**config.mk**
```make
export PLATFORM = sky130hd
export DESIGN_NAME = npc_redirect_ctrl
export DESIGN_NICKNAME = d
export VERILOG_FILES = /design/src/rtl/ctrl_encode_def.sv /design/src/rtl/sat_counter.sv /design/src/rtl/npc_redirect_ctrl.sv
export SDC_FILE = /design/constraint.sdc
export NUM_CORES = 1
export LEC_CHECK = 0
export ABC_AREA = 0
export ABC_CLOCK_PERIOD_IN_PS = 2250
export BUFFER_PORTS_ARGS = -buffer_cell sky130_fd_sc_hd__buf_2
export CAP_MARGIN = 10
export CORE_ASPECT_RATIO = 1.1
export CORE_UTILIZATION = 46
export DETAILED_ROUTE_END_ITERATION = 10
export PLACE_DENSITY = 0.85
export SYNTH_ARGS = -nofsm -noshare
export SYNTH_HDL_FRONTEND = slang
export SYNTH_SLANG_ARGS = --single-unit
```
**constraint.sdc**
```tcl
create_clock -name clk -period 2.25 [get_ports clk]
set_clock_uncertainty 0.1 [all_clocks]
set_input_delay 0.225 -clock clk [delete_from_list [all_inputs] [get_ports clk]]
set_output_delay 0.225 -clock clk [all_outputs]
set_load 0.005 [all_outputs]
```
**src/rtl/ctrl_encode_def.sv**
```systemverilog
`default_nettype none
// ============================================================================
// Module      : ctrl_encode_def (package)
// Description : Shared encodings for the next-PC sequencing logic: NPC mux
//               select codes, trap cause values and the redirect FSM states.
// Revision    : 1.0 - initial release
// ============================================================================
package ctrl_encode_def;

  // Next-PC mux select codes
  localparam logic [2:0] NPC_PLUS4  = 3'b000;
  localparam logic [2:0] NPC_BRANCH = 3'b001;
  localparam logic [2:0] NPC_JUMP   = 3'b010;
  localparam logic [2:0] NPC_ECALL  = 3'b011;
  localparam logic [2:0] NPC_JALR   = 3'b100;

  // Trap cause values written to scause
  localparam logic [31:0] CAUSE_ECALL = 32'd8;
  localparam logic [31:0] CAUSE_SEI   = 32'h8000_0009;

  // Redirect FSM state encoding
  localparam int STATE_W = 1;
  typedef logic [STATE_W-1:0] state_t;
  localparam state_t ST_RUN        = 1'b0;
  localparam state_t ST_TRAP_ENTRY = 1'b1;

  // Select code for a resolved control-flow redirect; jalr > jal > branch.
  function automatic logic [2:0] redirect_op(input logic jalr, input logic jal);
    if (jalr)     return NPC_JALR;
    else if (jal) return NPC_JUMP;
    else          return NPC_BRANCH;
  endfunction

endpackage
`default_nettype wire

```
**src/rtl/sat_counter.sv**
```systemverilog
`default_nettype none
// ============================================================================
// Module      : sat_counter
// Description : W-bit up counter that sticks at all-ones. Synchronous clear
//               has priority over increment.
// Ports       : clk, rst (async, active-high), inc_i, clr_i -> cnt_o[W-1:0]
// Revision    : 1.0 - initial release
// ============================================================================
module sat_counter #(
  parameter int W = 16
) (
  input  logic         clk,
  input  logic         rst,
  input  logic         inc_i,
  input  logic         clr_i,
  output logic [W-1:0] cnt_o
);

  logic [W-1:0] cnt_q;
  logic [W-1:0] cnt_d;

  always_comb begin
    cnt_d = cnt_q;
    if (clr_i) begin
      cnt_d = '0;
    end else if (inc_i && (cnt_q != {W{1'b1}})) begin
      cnt_d = cnt_q + {{(W-1){1'b0}}, 1'b1};
    end
  end

  always_ff @(posedge clk or posedge rst) begin
    if (rst) begin
      cnt_q <= '0;
    end else begin
      cnt_q <= cnt_d;
    end
  end

  assign cnt_o = cnt_q;

endmodule
`default_nettype wire

```
**src/rtl/npc_redirect_ctrl.sv**
```systemverilog
`default_nettype none
// ============================================================================
// Module      : npc_redirect_ctrl
// Description : Next-PC sequencing controller. Arbitrates traps (ecall, SEI),
//               EX-stage redirects and load-use stalls each cycle, drives the
//               NPC mux select / PC write enable / flushes, keeps sepc/scause,
//               and holds the core in a TRAP_ENTRY window after a trap.
// Ports       : in  : clk, rst, ex_valid, ex_branch_taken, ex_jal, ex_jalr,
//                     ex_ecall, pc_ex[31:0], stall_req, irq, sie
//               out : NPCOp[2:0], PCWrite, flush_ifid, flush_idex, irq_ack,
//                     sepc[31:0], scause[31:0], in_trap,
//                     redirect_cnt[CNT_W-1:0]
// Revision    : 1.0 - initial release
// ============================================================================
module npc_redirect_ctrl
  import ctrl_encode_def::*;
#(
  parameter logic [31:0] STVEC_ADDR = 32'h0000_0090,
  parameter int          TRAP_HOLD  = 2,
  parameter int          CNT_W      = 16
) (
  input  logic             clk,
  input  logic             rst,
  input  logic             ex_valid,
  input  logic             ex_branch_taken,
  input  logic             ex_jal,
  input  logic             ex_jalr,
  input  logic             ex_ecall,
  input  logic [31:0]      pc_ex,
  input  logic             stall_req,
  input  logic             irq,
  input  logic             sie,
  output logic [2:0]       NPCOp,
  output logic             PCWrite,
  output logic             flush_ifid,
  output logic             flush_idex,
  output logic             irq_ack,
  output logic [31:0]      sepc,
  output logic [31:0]      scause,
  output logic             in_trap,
  output logic [CNT_W-1:0] redirect_cnt
);

  localparam int HOLD_W = 4;
  localparam logic [HOLD_W-1:0] HOLD_INIT = HOLD_W'(TRAP_HOLD - 1);

  // Elaboration-time sanity checks on the configuration.
  if ((TRAP_HOLD < 1) || (TRAP_HOLD > 15)) begin : g_bad_trap_hold
    $error("TRAP_HOLD must be in 1..15");
  end
  if (STVEC_ADDR[1:0] != 2'b00) begin : g_bad_stvec
    $error("STVEC_ADDR must be word aligned");
  end

  state_t             state_q, state_d;
  logic [HOLD_W-1:0]  hold_q, hold_d;
  logic [31:0]        sepc_q, sepc_d;
  logic [31:0]        scause_q, scause_d;

  // Request decode; EX control bits only count for a real instruction.
  logic w_ecall_req;
  logic w_irq_req;
  logic w_redir_req;
  logic w_run;
  logic w_trap_take;
  logic w_redir_take;

  assign w_ecall_req  = ex_valid & ex_ecall;
  assign w_irq_req    = irq & sie;
  assign w_redir_req  = ex_valid & (ex_jalr | ex_jal | ex_branch_taken);
  assign w_run        = (state_q == ST_RUN);
  assign w_trap_take  = w_run & (w_ecall_req | w_irq_req);
  assign w_redir_take = w_run & w_redir_req & ~w_trap_take;

  // --------------------------------------------------------------------------
  // State register (plus trap CSRs and hold counter)
  // --------------------------------------------------------------------------
  always_ff @(posedge clk or posedge rst) begin
    if (rst) begin
      state_q  <= ST_RUN;
      hold_q   <= '0;
      sepc_q   <= '0;
      scause_q <= '0;
    end else begin
      state_q  <= state_d;
      hold_q   <= hold_d;
      sepc_q   <= sepc_d;
      scause_q <= scause_d;
    end
  end

  // --------------------------------------------------------------------------
  // Next-state logic
  // --------------------------------------------------------------------------
  always_comb begin
    state_d  = state_q;
    hold_d   = hold_q;
    sepc_d   = sepc_q;
    scause_d = scause_q;
    case (state_q)
      ST_RUN: begin
        if (w_trap_take) begin
          state_d  = ST_TRAP_ENTRY;
          hold_d   = HOLD_INIT;
          // For a bubble, pc_ex is already the next PC to run, so it is
          // still the right return address for an interrupt.
          sepc_d   = pc_ex;
          // A simultaneous ecall wins; the interrupt stays pending.
          scause_d = w_ecall_req ? CAUSE_ECALL : CAUSE_SEI;
        end
      end
      ST_TRAP_ENTRY: begin
        // Counts down regardless of stalls so the window length is fixed.
        if (hold_q == '0) begin
          state_d = ST_RUN;
        end else begin
          hold_d = hold_q - {{(HOLD_W-1){1'b0}}, 1'b1};
        end
      end
      default: begin
        state_d = ST_RUN;
        hold_d  = '0;
      end
    endcase
  end

  // --------------------------------------------------------------------------
  // Output logic (combinational from state and inputs)
  // --------------------------------------------------------------------------
  always_comb begin
    NPCOp      = NPC_PLUS4;
    PCWrite    = 1'b0;
    flush_ifid = 1'b0;
    flush_idex = 1'b0;
    irq_ack    = 1'b0;
    if (!rst) begin
      case (state_q)
        ST_RUN: begin
          if (w_trap_take) begin
            NPCOp      = NPC_ECALL;
            PCWrite    = 1'b1;
            flush_ifid = 1'b1;
            flush_idex = 1'b1;
            irq_ack    = ~w_ecall_req;
          end else if (w_redir_take) begin
            NPCOp      = redirect_op(ex_jalr, ex_jal);
            PCWrite    = 1'b1;
            flush_ifid = 1'b1;
            flush_idex = 1'b1;
          end else begin
            PCWrite    = ~stall_req;
          end
        end
        ST_TRAP_ENTRY: begin
          PCWrite = ~stall_req;
        end
        default: begin
          PCWrite = 1'b0;
        end
      endcase
    end
  end

  sat_counter #(
    .W (CNT_W)
  ) u_redirect_cnt (
    .clk   (clk),
    .rst   (rst),
    .inc_i (w_redir_take),
    .clr_i (1'b0),
    .cnt_o (redirect_cnt)
  );

  assign sepc    = sepc_q;
  assign scause  = scause_q;
  assign in_trap = (state_q == ST_TRAP_ENTRY);

endmodule
`default_nettype wire

```
=== After elaboration in Yosys (flattened, before gate mapping) ===
Cells that the tools add are included.

* Add/subtract/negate cells: 2
* Multiply operators: 0
* Divide/modulo/power cells: 0
* Order comparisons: 0
* Equality and inequality tests: 3
* Shift-type cells: 0
* Mux-type cells: 24
* Bitwise logic cells: 13
* Reduce and logical (&&, ||, !) cells: 4

{| class="wikitable"
|+ Operators by type and width
! cell !! count
|-
| 2-to-1 mux 32 bit || 1
|-
| adder 16 x 1 -> 16 bit, second input constant || 1
|-
| != test 16 bit, second input constant || 1
|-
| 2-to-1 mux 3 bit || 5
|-
| 2-to-1 mux 1 bit || 12
|-
| 2-to-1 mux 4 bit || 2
|-
| case mux 4 bit (2 select lines) || 1
|-
| AND 1 bit || 6
|-
| logical NOT 4 bit || 1
|-
| NOT 1 bit || 4
|-
| case mux 1 bit (2 select lines) || 2
|-
| AND reduction 2 bit || 2
|-
| subtractor 4 x 1 -> 4 bit, second input constant || 1
|-
| OR 1 bit || 3
|-
| 2-to-1 mux 2 bit || 1
|-
| != test 2 x 1 -> 1 bit, second input constant || 1
|-
| != test 2 bit, second input constant || 1
|-
| logical AND 1 bit || 1
|}

* Flip-flop bits (word level): 85
* Bits in latches: 0
* RAM bits: 0
* Memory bits (read-only): 0
* Bits of input ports: 42
* Output and inout port bits: 88
* Logic and storage cells: 51
* Memories: 0

=== Depth between registers and ports, before layout ===
Gate-level depths: netlist of the first run.

* Word-level depth: 9
* Mapped depth: 6
* Depth with buffers taken out: 6

=== By module ===
From an unflattened synthesis of the first run, not the netlist that was laid out.

* Cells, all modules: 247
* Area total of the unflattened synthesis: 2,920.3 µm²

{| class="wikitable"
|+ Modules (own cells, without submodules)
! module !! instances !! cells each !! area each (µm²) !! sequential area each (µm²)
|-
| npc_redirect_ctrl || 1 || 146 || 1,988.2 || 975.9
|-
| sat_counter || 1 || 101 || 932.1 || 400.4
|}

=== Worst setup path after synthesis of the first run ===
Ideal clock, no wire load.

* Path kind: register to register
* Start: register u_redirect_cnt.cnt_q[0] (netlist: u_redirect_cnt.cnt_o[0])
* End: register u_redirect_cnt.cnt_q[15] (netlist: u_redirect_cnt.cnt_o[15])
* Setup time: 123 ps
* Arrival time: 1,607 ps
* Required time: 2,027 ps
* Path slack: 420 ps
* Stages on the path, launching flop included: 6
* Buffers on the path: 0
* Clock period less this slack: 1,830 ps
* Path through: dfrtp_1 ha_1 nand3_1 nor3_1 or4b_1 xnor2_1

* Longest elaborated chain between the ends: 2
* Elaborated cells on any way between the ends: 3
* Those cells by class: add/sub (1); eq/ne (1); reduce/logical (1)

{| class="wikitable"
|+ RTL lines
! item !! line !! source
|-
| start: declaration || sat_counter.sv:19 || <nowiki>logic [W-1:0] cnt_q;</nowiki>
|-
| start signal: assignment || sat_counter.sv:35 || <nowiki>cnt_q <= cnt_d;</nowiki>
|-
| branches (longest 2 deep; another with adder 16 x 1 -> 16 bit) || -- ||
|}

Several ways; the timed one is not identified.
A chain may end at the register's enable or synchronous reset.

=== Worst setup path in the final report of the first run ===
* Start: register u_redirect_cnt.cnt_q[0] (netlist: u_redirect_cnt.cnt_o[0])
* End: register u_redirect_cnt.cnt_q[12] (netlist: u_redirect_cnt.cnt_o[12])

The elaborated chain is that of the path after synthesis.

==> results of run 1 <==
cell usage after synthesis (3+ instances only):
library cell | count | area share
a211oi_1 | 7 | 0.020
nor2_1 | 9 | 0.013
nand4_1 | 4 | 0.0093
dfrtp_1 | 55 | 0.51
a21oi_1 | 3 | 0.0056
nor3_1 | 5 | 0.0093
buf_2 | 5 | 0.0093
buf_4 | 32 | 0.090
xnor2_1 | 3 | 0.0098
nand2_1 | 7 | 0.0098
mux2_2 | 33 | 0.14
nand3_1 | 5 | 0.0093
inv_1 | 6 | 0.0084
xor2_1 | 14 | 0.046
placed cells by master (no fill, tap or decap), drive strengths merged, types with 2 or more instances in the layout:
cell type,n
xor2,14
xnor2,3
a211oi,7
or2,2
nor2,9
nor4b,2
nand3,5
a21oi,3
nor3,6
nand4,4
clkbuf,5
nand2,7
buf,103
mux2,33
conb,29
inv,7
clkinv,2
ha,2
nor4,3
and4,2
dfrtp,55
nor3b,2
a2111oi,4
nand3b,2
metrics by stage:
| stage | instances | hold slack, ns | power [µW] | setup slack, ns |
|---|---|---|---|---|
| 6_report | 395 | 0.0456 | 3450 | 0.229 |
| 5_1_grt | 395 | 0.0254 | 3700 | 0.0408 |
| 4_1_cts | 395 | 0.0319 | 3500 | 0.192 |
| 3_5_place_dp | 386 | 0.258 | 2940 | 0.274 |
| 3_3_place_gp | 386 | 0.240 | 2880 | 0.352 |
| 2_1_floorplan | 246 | 0.221 | 2410 | 0.420 |
worst paths after layout:
kind,from,to,cells after the start
worst max register to register,u_redirect_cnt.cnt_o[0],u_redirect_cnt.cnt_o[12],5
max in group asynchronous,rst,sepc[12],4
min in group asynchronous,rst,u_redirect_cnt.cnt_o[4],3
worst min register to register,scause[3],scause[3],1
worst max-delay path,u_redirect_cnt.cnt_o[0],u_redirect_cnt.cnt_o[12],5
worst min-delay path,pc_ex[25],sepc[25],2
area by class of cell:
cell class,count,share of cell area
sequential,55,0.421
multi-input combinational,147,0.345
timing repair buffer,104,0.171
tap,75,0.0287
clock buffer,5,0.0210
clock inverter,3,0.00689
inverter,6,0.00689
report_power, final:
| part | internal (µW) | leakage, µW | total (µW) | switching [µW] |
|---|---|---|---|---|
| Combinational | 718 | 0.000884 | 1240 | 520 |
| Clock | 223 | 0.0000485 | 539 | 316 |
| Sequential | 1380 | 0.000658 | 1670 | 288 |
state kept, by name, summed over array words and instances (netlist names):
signal	count
u_redirect_cnt.cnt_o	16
sepc	32
scause	2
hold_q	4
in_trap	1
metal layers:
layer,share of wire,wire length (µm)
met3,0.064,326
met4,0.0081,41
met1,0.42,2100
met2,0.51,2600
met5,0,0
kinds of logic after synthesis:
kind of cell               Yosys count  synth area share
AOI/OAI and AO/OA                   20            0.0629
xor gates and xnor gates            17            0.0555
adders and majority gates            2           0.00932
buffers and inverters               44             0.109
DFF                                 55             0.513
muxes                               33             0.138
other                                1           0.00140
and+or+nand+nor                     46             0.111
worst max-delay path, delay by kind of cell (launching register included):
family | cells | cell delay [ns]
flip-flops | 1 | 0.44
AND/OR/NAND/NOR | 3 | 1.05
adder cells (fa/ha/maj) | 1 | 0.19
XOR/XNOR | 1 | 0.17
what timing repair did:
action | in CTS | in global routing
hold endpoints to repair | 23 | 0
gates resized for setup | 0 | 0
hold buffers | 1 | 0
==> impl_metrics.json, run 1 <==
{
  "portBuffers": 100,
  "crit_arrival_ns": 2.15,
  "wire_per_inst_um": 12.8,
  "cts_buffers": 5,
  "path_clk_slew_ns": 0.10,
  "clk_path_buf_depth": 2,
  "hpwl_mm": 3.86,
  "worstMarginPinSlew_ns": 0.495,
  "final_layout_size_suffix_gt1_frac": 0.484,
  "post-cts-setup-buffers": 0,
  "hold_viol": 0,
  "post_drt_via_cell_ratio": 4.97,
  "netlist-cell-type-count": 36,
  "wl_mm": 5.07,
  "grt_start_max_net_pins": 38,
  "core_um2": 5500,
  "ys_seq_elements": 55,
  "antenna_found_initial": 0,
  "multi_input_area_um2": 1130,
  "initial_core_util": 0.488,
  "syn_area_per_cell_um2": 12.3,
  "maxCapViolCount": 0,
  "die_w_um": 74.8,
  "synth_edf_count": 0,
  "cts_root_buf": "clkbuf_8",
  "end_kind": "register",
  "dieArea_um2": 6140,
  "synth_area_um2": 2680,
  "min_path_type": "primary input to register",
  "synth-seq-area-share": 0.513,
  "vias": 1965,
  "slew_headroom": 0.662,
  "slowest_stage": "nor3_2",
  "path_cells": "ha_1, nand3_1, nor3_2, nor4b_2, xor2_1",
  "syn_inst": 218,
  "ys_warn_count": 0,
  "min_period_ns": 2.02,
  "fmax_mhz": 495,
  "area_growth_pct": 21.9,
  "die_h_um": 82.1,
  "rsz0062_at_grt": "false",
  "grt-ovfl-total": 0,
  "cts_max_level": 2,
  "seq_area_um2": 1380,
  "crit_fanout": 8,
  "drv_slew": 0,
  "grt_pass1_wl_mm": 7.92,
  "clock_latency_ns": 0.30,
  "grt_pass1_vias": 1771,
  "status": "complete, no violations",
  "grt_busiest_layer": "met2",
  "ir_drop_v": 0.000610,
  "cellPowerDensity_nw_per_um2": 1050,
  "cts_tree": "built",
  "crit_required_ns": 2.38,
  "clock_sinks": 55,
  "tns_ns": 0,
  "fin_util": 0.595,
  "firstDrtPassIters": 4,
  "io_pins": 130,
  "use_met3": 0.0425,
  "synthFlopType": "dfrtp_1",
  "drtAntennaViolNets": 0,
  "rows": 28,
  "setup_viol": 0,
  "place.gp.congestion": 0.853,
  "nets": 363,
  "track_usage": 0.169,
  "post-route-drc-count": 0,
  "p_leak_uw": 0.00159,
  "grt.met1_usage": 0.197,
  "design_area_um2": 3270,
  "synthArstFlopShare": 1.00,
  "cp_slowest_stage_delay_ns": 0.49,
  "fillers": 484,
  "grt_use_met2": 0.305,
  "criticalPathCategory": "register to register",
  "fin_crit_sh": 0.898,
  "setup.worst_path.start_class": "register",
  "n_antenna_cell": 0,
  "drt_iter0_drc": 69,
  "place_area_um2": 3170,
  "rrSetupSlack_ns": 0.23
}
Note: power is estimated with default switching activity, not from simulation.
==> run 2, diff against run 1 <==
--- a/config.mk
+++ b/config.mk
@@ -10,9 +10,10 @@
 export BUFFER_PORTS_ARGS = -buffer_cell sky130_fd_sc_hd__buf_2
 export CAP_MARGIN = 10
 export CORE_ASPECT_RATIO = 1.1
-export CORE_UTILIZATION = 46
+export CORE_UTILIZATION = 47
 export DETAILED_ROUTE_END_ITERATION = 10
 export PLACE_DENSITY = 0.85
 export SYNTH_ARGS = -nofsm -noshare
 export SYNTH_HDL_FRONTEND = slang
+export SYNTH_HIERARCHICAL = 1
 export SYNTH_SLANG_ARGS = --single-unit
==> impl_metrics.json, run 2 <==
{
  "status": "complete, no violations",
  "path_cells": "clkinv_4, o311ai_2, nor2_2, buf_4, nand3_1, or4_1, or3_1, a21oi_1",
  "ir_drop_v": 0.000632,
  "clock_latency_ns": 0.31,
  "cts_tree": "built",
  "hold_viol": 0,
  "hpwl_mm": 4.57,
  "fmax_mhz": 478,
  "synth_area_leaders": "dfrtp_1, mux2_4, buf_4",
  "reg2reg_from": "in_trap",
  "nets": 397,
  "slowest_stage": "dfrtp_1",
  "layout_common_cells": "buf_2, dfrtp_1, mux2_4, conb_1, a21oi_1",
  "post-route-drc-count": 0,
  "core_um2": 5880,
  "path_clk_slew_ns": 0.11,
  "synth_area_leader_cell": "dfrtp_1",
  "crit_cells": 8,
  "synth_top_area_share": 0.471,
  "wire_per_inst_um": 14.2,
  "antenna_found_initial": 0,
  "cp_slowest_stage_delay_ns": 0.43,
  "min_path_type": "primary input to register",
  "clk_path_buf_depth": 2,
  "p_leak_uw": 0.00172,
  "dieArea_um2": 6530,
  "r2r_cells": 8,
  "crit_fanout": 9,
  "firstDrtPassIters": 4,
  "io_pins": 130,
  "final_layout_size_suffix_gt1_frac": 0.458,
  "cts_buffers": 5,
  "ys_seq_elements": 55,
  "slew_headroom": 0.569,
  "ys_warn_count": 6,
  "design_area_um2": 3520,
  "synthArstFlopShare": 1.00,
  "netlist-cell-type-count": 43,
  "rrSetupSlack_ns": 0.16,
  "path_delay_family": "simple AND/OR/NAND/NOR gates",
  "place_area_um2": 3420,
  "initial_core_util": 0.497,
  "synth_area_um2": 2920,
  "synth-seq-area-share": 0.471,
  "crit_required_ns": 2.39,
  "crit_buf_inv": 2,
  "syn_area_per_cell_um2": 11.8,
  "fin_crit_sh": 0.931,
  "worstMarginPinSlew_ns": 0.646,
  "drv_slew": 0,
  "grt-ovfl-total": 0,
  "die_w_um": 77.2,
  "end_kind": "register",
  "grt_pass1_wl_mm": 9.99,
  "rows": 29,
  "setup_viol": 0,
  "synth_edf_count": 0,
  "r2r-end": "u_redirect_cnt/cnt_o[12]",
  "setup.worst_path.start_class": "register",
  "criticalPathCategory": "register to register",
  "place.gp.congestion": 0.883,
  "wl_mm": 6.12,
  "largest_register_ffs": 32,
  "tns_ns": 0,
  "syn_inst": 247,
  "crit_end": "u_redirect_cnt/cnt_o[12]",
  "crit_path_start": "in_trap",
  "cellPowerDensity_nw_per_um2": 978,
  "post-synth-top-count-cell": "dfrtp_1",
  "portBuffers": 100,
  "cts_max_level": 2,
  "n_antenna_cell": 0,
  "die_h_um": 84.7,
  "grt_pass1_vias": 2155,
  "crit_arrival_ns": 2.24,
  "maxCapViolCount": 0,
  "area_growth_pct": 20.7,
  "track_usage": 0.193,
  "drtAntennaViolNets": 0,
  "cts_root_buf": "clkbuf_8",
  "post-cts-setup-buffers": 0,
  "synthTopCellsByCount": "dfrtp_1, buf_4, mux2_4",
  "clock_sinks": 55,
  "layout_commonest_cell": "buf_2",
  "post_drt_via_cell_ratio": 5.24,
  "rsz0062_at_grt": "false",
  "min_period_ns": 2.09,
  "synthFlopType": "dfrtp_1",
  "vias": 2259,
  "drt_iter0_drc": 117,
  "grt_start_max_net_pins": 39
}
-- run 2: where the power goes --
group	switching (µW)	internal [µW]
sequential	218	1340
clock	341	223
combinational	504	823
-- run 2: per-stage QoR --
step,total power [µW],cells,hold slack (ns),util,setup slack [ns]
2_1_floorplan,2450,276,0.0387,-,0.0169
3_3_place_gp,2850,422,0.0351,0.582,0.149
3_5_place_dp,2910,422,0.0369,0.582,0.120
4_1_cts,3490,431,0.0245,0.599,0.122
5_1_grt,3650,431,0.0211,0.600,0.00986
6_report,3450,431,0.0366,0.600,0.156
-- run 2: cell type report --
cell class / count / area (µm²)
Clock buffer: 5 / 68.8
Clock inverter: 3 / 23.8
Fill cell: 504 / 2350
Inverter: 9 / 38.8
Multi-Input combinational cell: 173 / 1340
Sequential cell: 55 / 1380
Tap cell: 77 / 96.3
Timing Repair Buffer: 109 / 583
-- run 2: how the worst min path moves through the flow --
stage	from	endpoint	slack, ns	cells after the start
floorplan	rst	u_redirect_cnt/cnt_o[0]	0.04	1
global placement	rst	scause[0]	0.04	2
detailed placement	rst	scause[0]	0.04	2
CTS	pc_ex[18]	sepc[18]	0.02	2
global route	pc_ex[6]	sepc[6]	0.02	2
finish	pc_ex[31]	sepc[31]	0.04	2
-- run 2: logic make-up (layout without fill, tap and decap cells) --
logic type,count (synthesis),count (layout),synth area share
and+or+nand+nor,64,64,0.135
muxes,37,37,0.180
buffers and inverters,48,126,0.113
DFF,55,55,0.471
AOI/OAI and AO/OA,40,40,0.0904
adders and majority gates,2,2,0.00857
other,1,30,0.00128
-- run 2: routing by layer --
layer / track usage / vias up / share of wire
met2: 0.332 / 107 / 0.49
li1: - / 1050 / -
met4: 0.0617 / 0 / 0.012
met1: 0.235 / 1092 / 0.42
met3: 0.0489 / 10 / 0.072
met5: 0 / - / 0
-- run 2: repair_timing --
action                                  in CTS  in global routing
endpoints found under the hold margin       17                  0
resized for setup                            0                  1
hold buffers                                 1                  0
endpoints found under the setup margin       0                  1
==> run 3, diff against run 2 <==
--- a/config.mk
+++ b/config.mk
@@ -10,10 +10,10 @@
 export BUFFER_PORTS_ARGS = -buffer_cell sky130_fd_sc_hd__buf_2
 export CAP_MARGIN = 10
 export CORE_ASPECT_RATIO = 1.1
-export CORE_UTILIZATION = 47
+export CORE_UTILIZATION = 46
 export DETAILED_ROUTE_END_ITERATION = 10
 export PLACE_DENSITY = 0.85
+export REMOVE_ABC_BUFFERS = 1
 export SYNTH_ARGS = -nofsm -noshare
 export SYNTH_HDL_FRONTEND = slang
-export SYNTH_HIERARCHICAL = 1
 export SYNTH_SLANG_ARGS = --single-unit
==> impl_metrics.json, run 3 (synthesized netlist as in run 1, its figures left out) <==
{
  "cts_hold_buf": 1,
  "firstDrtPassIters": 4,
  "clock_sinks": 55,
  "drtAntennaViolNets": 0,
  "hold_ws_ns": 0.0426,
  "grt_start_max_net_pins": 39,
  "seq_area_um2": 1380,
  "dieArea_um2": 6140,
  "top_layer_used": "met4",
  "io_pins": 130,
  "largest_register_ffs": 32,
  "rsz0062_at_grt": "false",
  "status": "complete, no violations",
  "die_w_um": 74.8,
  "final_cells": 396,
  "crit_fanout": 8,
  "routed-wl-met2_mm": 2.62,
  "cts_buffers": 5,
  "layout_common_cells": "buf_2, dfrtp_1, mux2_2, conb_1, xor2_1",
  "path_clk_slew_ns": 0.10,
  "cts_max_level": 2,
  "min_path_type": "primary input to register",
  "clock_latency_ns": 0.31,
  "min_period_ns": 2.09,
  "end_kind": "register",
  "ir_drop_v": 0.000495,
  "place.gp.congestion": 0.818,
  "nets": 364,
  "rows": 28,
  "final_layout_size_suffix_gt1_frac": 0.486,
  "track_usage": 0.170,
  "post-route-drc-count": 0,
  "grt_pass1_wl_mm": 7.92,
  "setup.worst_path.start_class": "register",
  "criticalPathCategory": "register to register",
  "worstMarginPinSlew_ns": 0.598,
  "initial_core_util": 0.488,
  "cts_root_buf": "clkbuf_8",
  "post_drt_via_cell_ratio": 4.97,
  "layout_commonest_cell": "buf_2",
  "drv_slew": 0,
  "fillers": 485,
  "fin_crit_sh": 0.931,
  "wire_per_inst_um": 12.6,
  "hpwl_mm": 3.78,
  "cellPowerDensity_nw_per_um2": 1050,
  "wl_mm": 5.00,
  "fmax_mhz": 478,
  "multi_input_area_um2": 1130,
  "antenna_found_initial": 0,
  "clk_path_buf_depth": 2,
  "dp_cells": 387,
  "grt-ovfl-total": 0,
  "crit_required_ns": 2.36,
  "cts_tree": "built",
  "portBuffers": 100,
  "wl_met3_um": 268,
  "slew_headroom": 0.601,
  "ctsResizeCount": 0,
  "setup_viol": 0,
  "drt_iter0_drc": 57,
  "p_leak_uw": 0.00159,
  "crit_arrival_ns": 2.21,
  "grt_pass1_vias": 1842,
  "hold_viol": 0,
  "core_um2": 5500,
  "die_h_um": 82.1,
  "post-cts-setup-buffers": 0,
  "area_growth_pct": 21.9,
  "maxCapViolCount": 0,
  "m1WireLength_mm": 2.04,
  "n_antenna_cell": 0,
  "vias": 1969
}
## run 3: cell count changes in the layout (fill, tap and decap cells not counted), sizes merged, moves of 4 or more
| cell | delta |
|---|---|
| o31ai | -5 |
| or4 | -8 |
| nand3 | -4 |
| a211oi | +4 |
| a2111oi | +4 |
| buf | -4 |
| a21oi | -12 |
| or3 | -7 |
| o21ai | -5 |
| xor2 | +14 |
| nand2b | -5 |
## run 3: per-layer routing
layer / GRT usage / up-vias
li1: - / 915
met1: 0.194 / 957
met3: 0.0267 / 7
met4: 0.0755 / 0
met2: 0.312 / 90
met5: 0 / -
## run 3: layout make-up
type                    instances  share of cell area
repair buffers                105               0.173
clock inverters                 3             0.00459
clock buffers                   5              0.0210
inverters                       6             0.00689
well taps                      75              0.0287
multi-input cells             147               0.345
flip-flops and latches         55               0.421
## run 3: worst paths after layout
path | cells after the start | endpoint | slack [ns] | startpoint
worst max-delay path | 5 | u_redirect_cnt.cnt_o[1] | 0.16 | u_redirect_cnt.cnt_o[0]
worst min-delay path | 2 | scause[0] | 0.04 | ex_ecall
worst max register to register | 5 | u_redirect_cnt.cnt_o[1] | 0.16 | u_redirect_cnt.cnt_o[0]
worst min register to register | 1 | scause[3] | 0.39 | scause[3]
max in group asynchronous | 4 | sepc[5] | 1.02 | rst
min in group asynchronous | 3 | u_redirect_cnt.cnt_o[12] | 0.47 | rst
## run 3: power by group
part	total (µW)	switching (µW)	internal, µW
logic	1270	544	730
clock network	526	312	214
registers	1650	261	1390
total	3450	1120	2330
## run 3: through the flow
step	utilization	instance area (µm²)	setup TNS [ns]	power, µW	setup slack, ns
3_3_place_gp	0.578	3180	0	2890	0.324
6_report	0.595	3270	0	3450	0.156
2_1_floorplan	-	2520	-19.08	2340	-0.558
5_1_grt	0.595	3270	0	3720	0.0235
3_5_place_dp	0.578	3180	0	2960	0.235
4_1_cts	0.595	3270	0	3500	0.201
## run 3: worst max-delay path, cell delays in order (launching register included)
cell and delay [ns]:
dfrtp_1 0.45, ha_1 0.19, nand3_1 0.22, nor3_2 0.53
a21oi_1 0.20, mux2_2 0.30
